==> src/rtl/mem_copy_engine_if.sv <==
// Bus bundle for the memory copy engine: the start/operand/status handshake
// toward the requester plus the single read/write memory port.
interface mem_copy_engine_if #(
    parameter int AW = 32,
    parameter int DW = 32
);
    logic          start;
    logic [AW-1:0] src_addr;
    logic [AW-1:0] dst_addr;
    logic [6:0]    len;
    logic          busy;
    logic          done;
    logic          error;
    logic [6:0]    words_done;
    logic [AW-1:0] mem_addr;
    logic [DW-1:0] mem_write_data;
    logic          mem_write;
    logic          mem_read;
    logic [DW-1:0] mem_read_data;

    // Engine side: drives memory strobes and status, consumes requests and read data.
    modport master (
        input  start, src_addr, dst_addr, len, mem_read_data,
        output busy, done, error, words_done,
        output mem_addr, mem_write_data, mem_write, mem_read
    );

    // Requester/memory side: the mirror image of the engine.
    modport slave (
        output start, src_addr, dst_addr, len, mem_read_data,
        input  busy, done, error, words_done,
        input  mem_addr, mem_write_data, mem_write, mem_read
    );
endinterface

==> src/rtl/mem_copy_engine.sv <==
// Block copy engine: copies len words from src to dst through one memory
// port, alternating a read cycle and a write cycle per word in ascending
// order. Range violations and zero-length requests finish without touching
// memory. Every output is decoded from registered state only.
module mem_copy_engine #(
    parameter int DEPTH = 64,
    parameter int AW    = 32,
    parameter int DW    = 32
) (
    input logic             clk,
    input logic             rst,
    mem_copy_engine_if.master bus
);

    typedef enum logic [1:0] {
        IDLE  = 2'd0,
        READ  = 2'd1,
        WRITE = 2'd2,
        DONE  = 2'd3
    } state_t;

    localparam logic [AW:0] DEPTH_EXT = (AW + 1)'(DEPTH);

    state_t        state_q, state_d;
    logic [AW-1:0] src_q, src_d;
    logic [AW-1:0] dst_q, dst_d;
    logic [6:0]    len_q, len_d;
    logic [6:0]    idx_q, idx_d;
    logic [DW-1:0] buf_q, buf_d;
    logic          err_q, err_d;

    // End addresses of both regions, one bit wider so they cannot wrap.
    logic [AW:0]   src_end;
    logic [AW:0]   dst_end;
    logic          range_bad;
    logic [6:0]    idx_inc;

    // Range check on the live request operands, only consumed in IDLE.
    always_comb begin
        src_end   = {1'b0, bus.src_addr} + {{(AW - 6){1'b0}}, bus.len};
        dst_end   = {1'b0, bus.dst_addr} + {{(AW - 6){1'b0}}, bus.len};
        range_bad = (src_end > DEPTH_EXT) || (dst_end > DEPTH_EXT);
        idx_inc   = idx_q + 7'd1;
    end

    // State and datapath registers; async reset returns everything to IDLE.
    always_ff @(posedge clk or posedge rst) begin
        if (rst) begin
            state_q <= IDLE;
            src_q   <= '0;
            dst_q   <= '0;
            len_q   <= '0;
            idx_q   <= '0;
            buf_q   <= '0;
            err_q   <= 1'b0;
        end else begin
            state_q <= state_d;
            src_q   <= src_d;
            dst_q   <= dst_d;
            len_q   <= len_d;
            idx_q   <= idx_d;
            buf_q   <= buf_d;
            err_q   <= err_d;
        end
    end

    // Next-state logic: accept in IDLE, read/write per word, one DONE cycle.
    always_comb begin
        state_d = state_q;
        src_d   = src_q;
        dst_d   = dst_q;
        len_d   = len_q;
        idx_d   = idx_q;
        buf_d   = buf_q;
        err_d   = err_q;
        unique case (state_q)
            IDLE: begin
                if (bus.start) begin
                    src_d = bus.src_addr;
                    dst_d = bus.dst_addr;
                    len_d = bus.len;
                    idx_d = '0;
                    err_d = 1'b0;
                    if (bus.len == 7'd0) begin
                        state_d = DONE;
                    end else if (range_bad) begin
                        err_d   = 1'b1;
                        state_d = DONE;
                    end else begin
                        state_d = READ;
                    end
                end
            end
            READ: begin
                buf_d   = bus.mem_read_data;
                state_d = WRITE;
            end
            WRITE: begin
                idx_d   = idx_inc;
                state_d = (idx_inc == len_q) ? DONE : READ;
            end
            DONE: begin
                err_d   = 1'b0;
                state_d = IDLE;
            end
            default: state_d = IDLE;
        endcase
    end

    // Output decode from registered state, buffer and index only.
    always_comb begin
        bus.busy           = 1'b0;
        bus.done           = 1'b0;
        bus.error          = 1'b0;
        bus.words_done     = idx_q;
        bus.mem_addr       = '0;
        bus.mem_write_data = '0;
        bus.mem_write      = 1'b0;
        bus.mem_read       = 1'b0;
        unique case (state_q)
            READ: begin
                bus.busy     = 1'b1;
                bus.mem_addr = src_q + AW'(idx_q);
                bus.mem_read = 1'b1;
            end
            WRITE: begin
                bus.busy           = 1'b1;
                bus.mem_addr       = dst_q + AW'(idx_q);
                bus.mem_write_data = buf_q;
                bus.mem_write      = 1'b1;
            end
            DONE: begin
                bus.done  = 1'b1;
                bus.error = err_q;
            end
            default: ;
        endcase
    end

endmodule

==> src/flat_wrapper.sv <==
// flat-port wrapper written by rule: the top's interface ports become plain ports
module mem_copy_engine_flat 
#(
    parameter int DEPTH = 64,
    parameter int AW    = 32,
    parameter int DW    = 32
)
  (clk, rst, bus_start, bus_src_addr, bus_dst_addr, bus_len, bus_mem_read_data, bus_busy, bus_done, bus_error, bus_words_done, bus_mem_addr, bus_mem_write_data, bus_mem_write, bus_mem_read);
  mem_copy_engine_if #(.AW(AW), .DW(DW)) bus_i ();
  input logic clk;
  input logic rst;
  input wire logic [$bits(bus_i.start)-1:0] bus_start;
  input wire logic [$bits(bus_i.src_addr)-1:0] bus_src_addr;
  input wire logic [$bits(bus_i.dst_addr)-1:0] bus_dst_addr;
  input wire logic [$bits(bus_i.len)-1:0] bus_len;
  input wire logic [$bits(bus_i.mem_read_data)-1:0] bus_mem_read_data;
  output wire logic [$bits(bus_i.busy)-1:0] bus_busy;
  output wire logic [$bits(bus_i.done)-1:0] bus_done;
  output wire logic [$bits(bus_i.error)-1:0] bus_error;
  output wire logic [$bits(bus_i.words_done)-1:0] bus_words_done;
  output wire logic [$bits(bus_i.mem_addr)-1:0] bus_mem_addr;
  output wire logic [$bits(bus_i.mem_write_data)-1:0] bus_mem_write_data;
  output wire logic [$bits(bus_i.mem_write)-1:0] bus_mem_write;
  output wire logic [$bits(bus_i.mem_read)-1:0] bus_mem_read;
  assign bus_i.start = bus_start;
  assign bus_i.src_addr = bus_src_addr;
  assign bus_i.dst_addr = bus_dst_addr;
  assign bus_i.len = bus_len;
  assign bus_i.mem_read_data = bus_mem_read_data;
  assign bus_busy = bus_i.busy;
  assign bus_done = bus_i.done;
  assign bus_error = bus_i.error;
  assign bus_words_done = bus_i.words_done;
  assign bus_mem_addr = bus_i.mem_addr;
  assign bus_mem_write_data = bus_i.mem_write_data;
  assign bus_mem_write = bus_i.mem_write;
  assign bus_mem_read = bus_i.mem_read;
  mem_copy_engine #(.DEPTH(DEPTH), .AW(AW), .DW(DW)) u_core (.clk(clk), .rst(rst), .bus(bus_i));
endmodule
==> config.mk <==
export PLATFORM = sky130hd
export DESIGN_NAME = mem_copy_engine_flat
export DESIGN_NICKNAME = d
export VERILOG_FILES = /design/src/rtl/mem_copy_engine_if.sv /design/src/rtl/mem_copy_engine.sv /design/src/flat_wrapper.sv
export SDC_FILE = /design/constraint.sdc
export NUM_CORES = 1
export LEC_CHECK = 0
export CAP_MARGIN = 10
export CORE_MARGIN = 2
export CORE_UTILIZATION = 47
export CTS_CLUSTER_SIZE = 40
export DETAILED_ROUTE_END_ITERATION = 10
export PLACE_DENSITY = 0.88
export SYNTH_ARGS = -nofsm -noshare
export SYNTH_HDL_FRONTEND = slang
export SYNTH_SLANG_ARGS = --single-unit
==> constraint.sdc <==
create_clock -name clk -period 6.1 [get_ports clk]
set_clock_uncertainty 0.2 [all_clocks]
set_input_delay 1.83 -clock clk [delete_from_list [all_inputs] [get_ports clk]]
set_output_delay 1.83 -clock clk [all_outputs]
set_load 0.03 [all_outputs]
==> results.sh, run 1 <==
export IMPL_yosys_warnings=0
export IMPL_clkSlewWorstSetupHoldPaths_ps=50
export IMPL_die_area_um2=18000
export IMPL_stdcell_count=1235
export IMPL_layout_drive_gt1_share=0.203
export IMPL_power_switching_mw=2.44
export IMPL_die_w_um=134
export IMPL_peakVddDrop_uv=282
export IMPL_cts_hold_buffers=0
export IMPL_routed_wl_mm=24.8
export IMPL_crit_required_ps=4070
export IMPL_yosysSeqAreaShare=0.354
export IMPL_first_global_vias=7459
export IMPL_ys_top_cells_by_area="dfrtp_1 (35%), mux2_2 (15%), ha_1 (4.1%)"
export IMPL_grt_overflow=0
export IMPL_initial_utilization=0.481
export IMPL_end_kind="primary output"
export IMPL_antenna_found_initial=1
export IMPL_avgRoutedWirePerCell_um=20.1
export IMPL_nets=1138
export IMPL_setup_viol=0
export IMPL_cts_buffer_depth=2
export IMPL_cts_sinks=113
export IMPL_status="finished, final reports clean"
export IMPL_slew_headroom=0.348
export IMPL_via_per_inst=6.09
export IMPL_stdcell_area_um2=10700
export IMPL_tns_ps=0
export IMPL_root_buffer="clkbuf_16"
export IMPL_cts_resized=0
export IMPL_syn_nets=963
export IMPL_hold_path_class="flip-flop to flip-flop"
export IMPL_postSynth_asyncResetShare=1.00
export IMPL_cellPowerDensity_nw_per_um2=532
export IMPL_synth_cell_types=70
export IMPL_met1_length_mm=10.3
export IMPL_slew_viol_final=0
export IMPL_dpl_cell_count=1204
export IMPL_dpl_cell_area_um2=10100
export IMPL_place_congestion=0.957
export IMPL_hold_violations=0
export IMPL_met3_length_mm=2.29
export IMPL_drtAntennaViolNets=0
export IMPL_die_height_um=134
export IMPL_worst_pin_slew_ps=978
export IMPL_clk_latency_ps=420
export IMPL_fp_row_count=47
export IMPL_crit_type="flip-flop to primary output"
export IMPL_vias=7522
export IMPL_wl_met2_mm=11.8
export IMPL_antenna_cells=0
export IMPL_maxCapViolations=0
export IMPL_grt_pass1_wl_mm=39.2
export IMPL_first_iter_violations=770
export IMPL_htreeDepth=4
export IMPL_holdWs_ps=295
export IMPL_syn_cell_area_um2=7980
export IMPL_p_comb_frac=0.562
export IMPL_fmax_ghz=0.166
export IMPL_numCtsBuffers=17
export IMPL_fillers=1331
export IMPL_ys_seq_elements=113
export IMPL_yosys_most_used_dff="dfrtp_1"
export IMPL_p_int_mw=3.27
export IMPL_grt_setup_unrepaired="true"
export IMPL_synth_edf_count=0
export IMPL_tritoncts="done"
export IMPL_synth_common_cells="dfrtp_1 (113), mux2_2 (109), nand2_1 (56)"
export IMPL_post_cts_buffers=0
export IMPL_drc=0
export IMPL_power_mw=5.71
export IMPL_clock_power_share=0.187
export IMPL_fin_crit_ps=6010
export IMPL_grt_use_total=0.277
export IMPL_p_seq_frac=0.251
export IMPL_worst_setup_path_start_kind="flip-flop"
export IMPL_hold_path_depth=1
export IMPL_top_layer="met5"
export IMPL_coreArea_um2=16600
export IMPL_hpwl_mm=18.7
export IMPL_rr_worst_depth=5
export IMPL_synthMostInstantiatedCell="dfrtp_1"
export IMPL_first_pass_iters=5
export IMPL_synthDominantCellAreaShare=0.354
export IMPL_worstPathMaxFanout=10
export IMPL_avgSynthCellArea_um2=9.63
export IMPL_grt_max_degree=79
export IMPL_cellLeakagePower_nw=4.23
export IMPL_top_level_ports=182
export IMPL_switching_share=0.428
export IMPL_finalCritPeriodShare=0.986
export IMPL_arrival_ps=3980
export IMPL_syn_inst=828
export IMPL_syn2layout_area_growth_pct=34.6
export IMPL_yosys_area_top_type="dfrtp_1"
export IMPL_port_buffers=181
## cells by family (layout without fill, tap and decap cells)
logic type / after synthesis / after routing / synth area share
xor gates and xnor gates: 49 / 49 / 0.0538
and+or+nand+nor: 282 / 282 / 0.184
muxes: 134 / 134 / 0.185
adders and majority gates: 29 / 29 / 0.0483
buffers and inverters: 56 / 243 / 0.0278
AOI/OAI and AO/OA: 165 / 165 / 0.147
DFF: 113 / 113 / 0.354
## cell usage in the layout, fill, tap and decap left out, types with 24 or more instances in the layout
cell type        count
and2_1              36
xnor2_1             25
buf_4               31
ha_1                25
nand2_1             55
nand3_1             37
mux2_2             109
dfrtp_1            113
o21ai_0             42
mux2i_1             25
xor2_1              24
nor2_1              43
clkdlybuf4s50_1    155
## critical path, stage by stage, from the launching register on
cell and delay [ps]:
dfrtp_1 400, inv_1 140, ha_4 230, mux2_2 380, ha_1 280, a21o_1 180
a21oi_1 220, o21ai_0 200, a2111oi_2 640, or4b_1 320, nor4_1 90, xor2_1 190
nor2_2 120, buf_4 170
## metal layers
metal,global-route usage,up-vias
li1,-,3452
met4,0.0877,2
met3,0.0624,49
met1,0.365,3638
met2,0.457,381
met5,0,-
## stage by stage
| step | util | setup WS, ps |
|---|---|---|
| after floorplan | - | 5.64 |
| after global placement | 0.609 | 536 |
| after detailed placement | 0.609 | 384 |
| after CTS | 0.647 | 48.3 |
| after global routing | 0.647 | -122 |
| final | 0.647 | 85.8 |
## state kept, by name, summed over array words and instances, names as in the netlist
| name | flops |
|---|---|
| u_core.bus.words_done | 7 |
| u_core.len_q | 7 |
| u_core.dst_q | 32 |
| u_core.state_q | 2 |
| u_core.err_q | 1 |
| u_core.src_q | 32 |
| u_core.buf_q | 32 |
## area by class of cell
type / count / area (um^2) / share of cell area
inverter: 21 / 81.3 / 0.00757
clock inverter: 9 / 154 / 0.0143
tap: 220 / 275 / 0.0256
clock buffer: 22 / 474 / 0.0442
sequential: 113 / 2830 / 0.263
timing repair buffer: 191 / 1880 / 0.176
multi-input combinational: 659 / 5040 / 0.469
## worst paths after layout
| check | to | slack [ps] | start |
|---|---|---|---|
| max | bus_mem_addr[31] | 90 | u_core.state_q[0]$_DFFE_PP0P_ |
| min | u_core.buf_q[29]$_DFFE_PP0P_ | 290 | u_core.buf_q[29]$_DFFE_PP0P_ |
| max reg2reg | u_core.src_q[21]$_DFFE_PP0P_ | 3360 | u_core.state_q[0]$_DFFE_PP0P_ |
| min reg2reg | u_core.buf_q[29]$_DFFE_PP0P_ | 290 | u_core.buf_q[29]$_DFFE_PP0P_ |
| max in group asynchronous | u_core.src_q[21]$_DFFE_PP0P_ | 2840 | rst |
| min in group asynchronous | u_core.buf_q[7]$_DFFE_PP0P_ | 1800 | rst |
## power groups by stage
stage                     clock network, mW  logic (mW)  registers [mW]
final                                  1.07        3.21            1.43
after global routing                   1.11        3.42            1.47
after CTS                              1.08        3.20            1.41
after detailed placement                  0        3.17            1.42
after global placement                    0        3.10            1.39
after floorplan                           0        2.14            1.32
(Power assumes the default switching activity.)
==> run 2: changes to the inputs <==
- CORE_MARGIN: 2 -> 4
- PLACE_DENSITY: 0.88 -> default
- PLACE_DENSITY_LB_ADDON: default -> 0.05
==> results.sh, run 2 (synthesized netlist as in run 1, its figures left out) <==
export IMPL_cts_hold_buffers=0
export IMPL_place_congestion=0.927
export IMPL_utilization=0.653
export IMPL_slew_headroom=0.387
export IMPL_grt_overflow=0
export IMPL_final_cell_mix="clkdlybuf4s50_1 (155), dfrtp_1 (113), mux2_2 (109)"
export IMPL_drc=0
export IMPL_slew_viol_final=0
export IMPL_stdcell_count=1243
export IMPL_worst_setup_path_start_kind="flip-flop"
export IMPL_antenna_cells=0
export IMPL_maxCapViolations=0
export IMPL_dpl_cell_count=1209
export IMPL_hold_path_class="flip-flop to flip-flop"
export IMPL_root_buffer="clkbuf_16"
export IMPL_crit_required_ps=4070
export IMPL_first_iter_violations=624
export IMPL_hold_violations=0
export IMPL_top_level_ports=182
export IMPL_port_buffers=181
export IMPL_hpwl_mm=18.8
export IMPL_tritoncts="done"
export IMPL_cellPowerDensity_nw_per_um2=523
export IMPL_nets=1146
export IMPL_worst_pin_slew_ps=917
export IMPL_avgRoutedWirePerCell_um=19.3
export IMPL_fillers=1448
export IMPL_power_mw=5.66
export IMPL_grt_use_total=0.248
export IMPL_cts_buffer_depth=2
export IMPL_finalCritPeriodShare=0.966
export IMPL_setup_viol=0
export IMPL_grt_max_degree=58
export IMPL_end_kind="primary output"
export IMPL_die_height_um=138
export IMPL_htreeDepth=4
export IMPL_syn2layout_area_growth_pct=35.7
export IMPL_coreArea_um2=16600
export IMPL_crit_type="flip-flop to primary output"
export IMPL_die_area_um2=19100
export IMPL_fmax_ghz=0.170
export IMPL_status="finished, final reports clean"
export IMPL_holdWs_ps=297
export IMPL_clk_latency_ps=420
export IMPL_worstPathMaxFanout=8
export IMPL_drtAntennaViolNets=0
export IMPL_min_delay_start="u_core.buf_q[8]$_DFFE_PP0P_"
export IMPL_numCtsBuffers=17
export IMPL_critical_path_startpoint="u_core.state_q[0]$_DFFE_PP0P_"
export IMPL_timing_rr_start="u_core.state_q[0]$_DFFE_PP0P_"
export IMPL_first_global_vias=6901
export IMPL_cellLeakagePower_nw=4.29
export IMPL_fin_crit_ps=5890
export IMPL_via_per_inst=5.84
export IMPL_largestRegisters="u_core.buf_q x32, u_core.dst_q x32, u_core.src_q x32"
export IMPL_grt_pass1_wl_mm=38.2
export IMPL_layout_commonest_cell="clkdlybuf4s50_1"
export IMPL_clkSlewWorstSetupHoldPaths_ps=50
export IMPL_routed_wl_mm=24.0
export IMPL_first_pass_iters=5
export IMPL_die_w_um=138
export IMPL_cts_sinks=113
export IMPL_peakVddDrop_uv=261
export IMPL_arrival_ps=3860
export IMPL_fp_row_count=47
export IMPL_antenna_found_initial=0
export IMPL_vias=7254
export IMPL_layout_drive_gt1_share=0.210
export IMPL_initial_utilization=0.481
[run 2: final timing paths]
path	to	slack (ps)	cells past startpoint
setup reg to reg	u_core.src_q[18]$_DFFE_PP0P_	3300	5
max in group asynchronous	u_core.src_q[26]$_DFFE_PP0P_	3100	3
setup / recovery	bus_mem_addr[28]	210	15
hold / removal	u_core.buf_q[8]$_DFFE_PP0P_	300	1
min in group asynchronous	u_core.buf_q[28]$_DFFE_PP0P_	1670	2
hold reg to reg	u_core.buf_q[8]$_DFFE_PP0P_	300	1
[run 2: final cells by class]
type | count | area, um^2 | area share
Multi-Input combinational cell | 659 | 5060 | 0.468
Sequential cell | 113 | 2830 | 0.261
Timing Repair Buffer | 199 | 1940 | 0.179
Clock buffer | 22 | 484 | 0.0447
Tap cell | 220 | 275 | 0.0254
Clock inverter | 9 | 154 | 0.0142
Inverter | 21 | 81.3 | 0.00751
[run 2: worst max-delay path, cell delays in order (launching register included)]
cell	delay (ps)
dfrtp_1	400
inv_1	140
ha_4	210
mux2_2	360
ha_1	200
inv_1	70
fa_1	170
nor2b_1	60
o21ai_0	240
a21oi_1	150
o21a_1	220
o21a_4	230
o211ai_1	490
buf_4	240
o41ai_4	80
buf_4	180
[run 2: metrics by stage]
stage / instance area [um^2] / worst slack (ps) / setup TNS, ps
2_1_floorplan: 8100 / 5.64 / 0
3_3_place_gp: 10100 / 444 / 0
3_5_place_dp: 10100 / 363 / 0
4_1_cts: 10800 / -8.80 / -8.80
5_1_grt: 10800 / -23.2 / -36.0
6_report: 10800 / 209 / 0
[run 2: layer usage]
metal | part of all wire | wire length (um) | vias to the layer above | track usage
met2 | 0.44 | 10500 | 280 | 0.378
met1 | 0.48 | 11500 | 3480 | 0.363
met5 | 0 | 0 | - | 0
met3 | 0.065 | 1570 | 27 | 0.0528
met4 | 0.014 | 342 | 0 | 0.0577
li1 | - | - | 3467 | -
[run 2: power by group]
group	total, mW	switching [mW]	internal [mW]
Clock	1.07	0.348	0.723
Sequential	1.44	0.312	1.12
Combinational	3.16	1.72	1.44
Total	5.66	2.38	3.29
[run 2: repair_timing]
item	in CTS	in global routing
setup endpoints to repair	2	11
resized for setup	1	9
buffers inserted	0	3
pin swaps	1	3
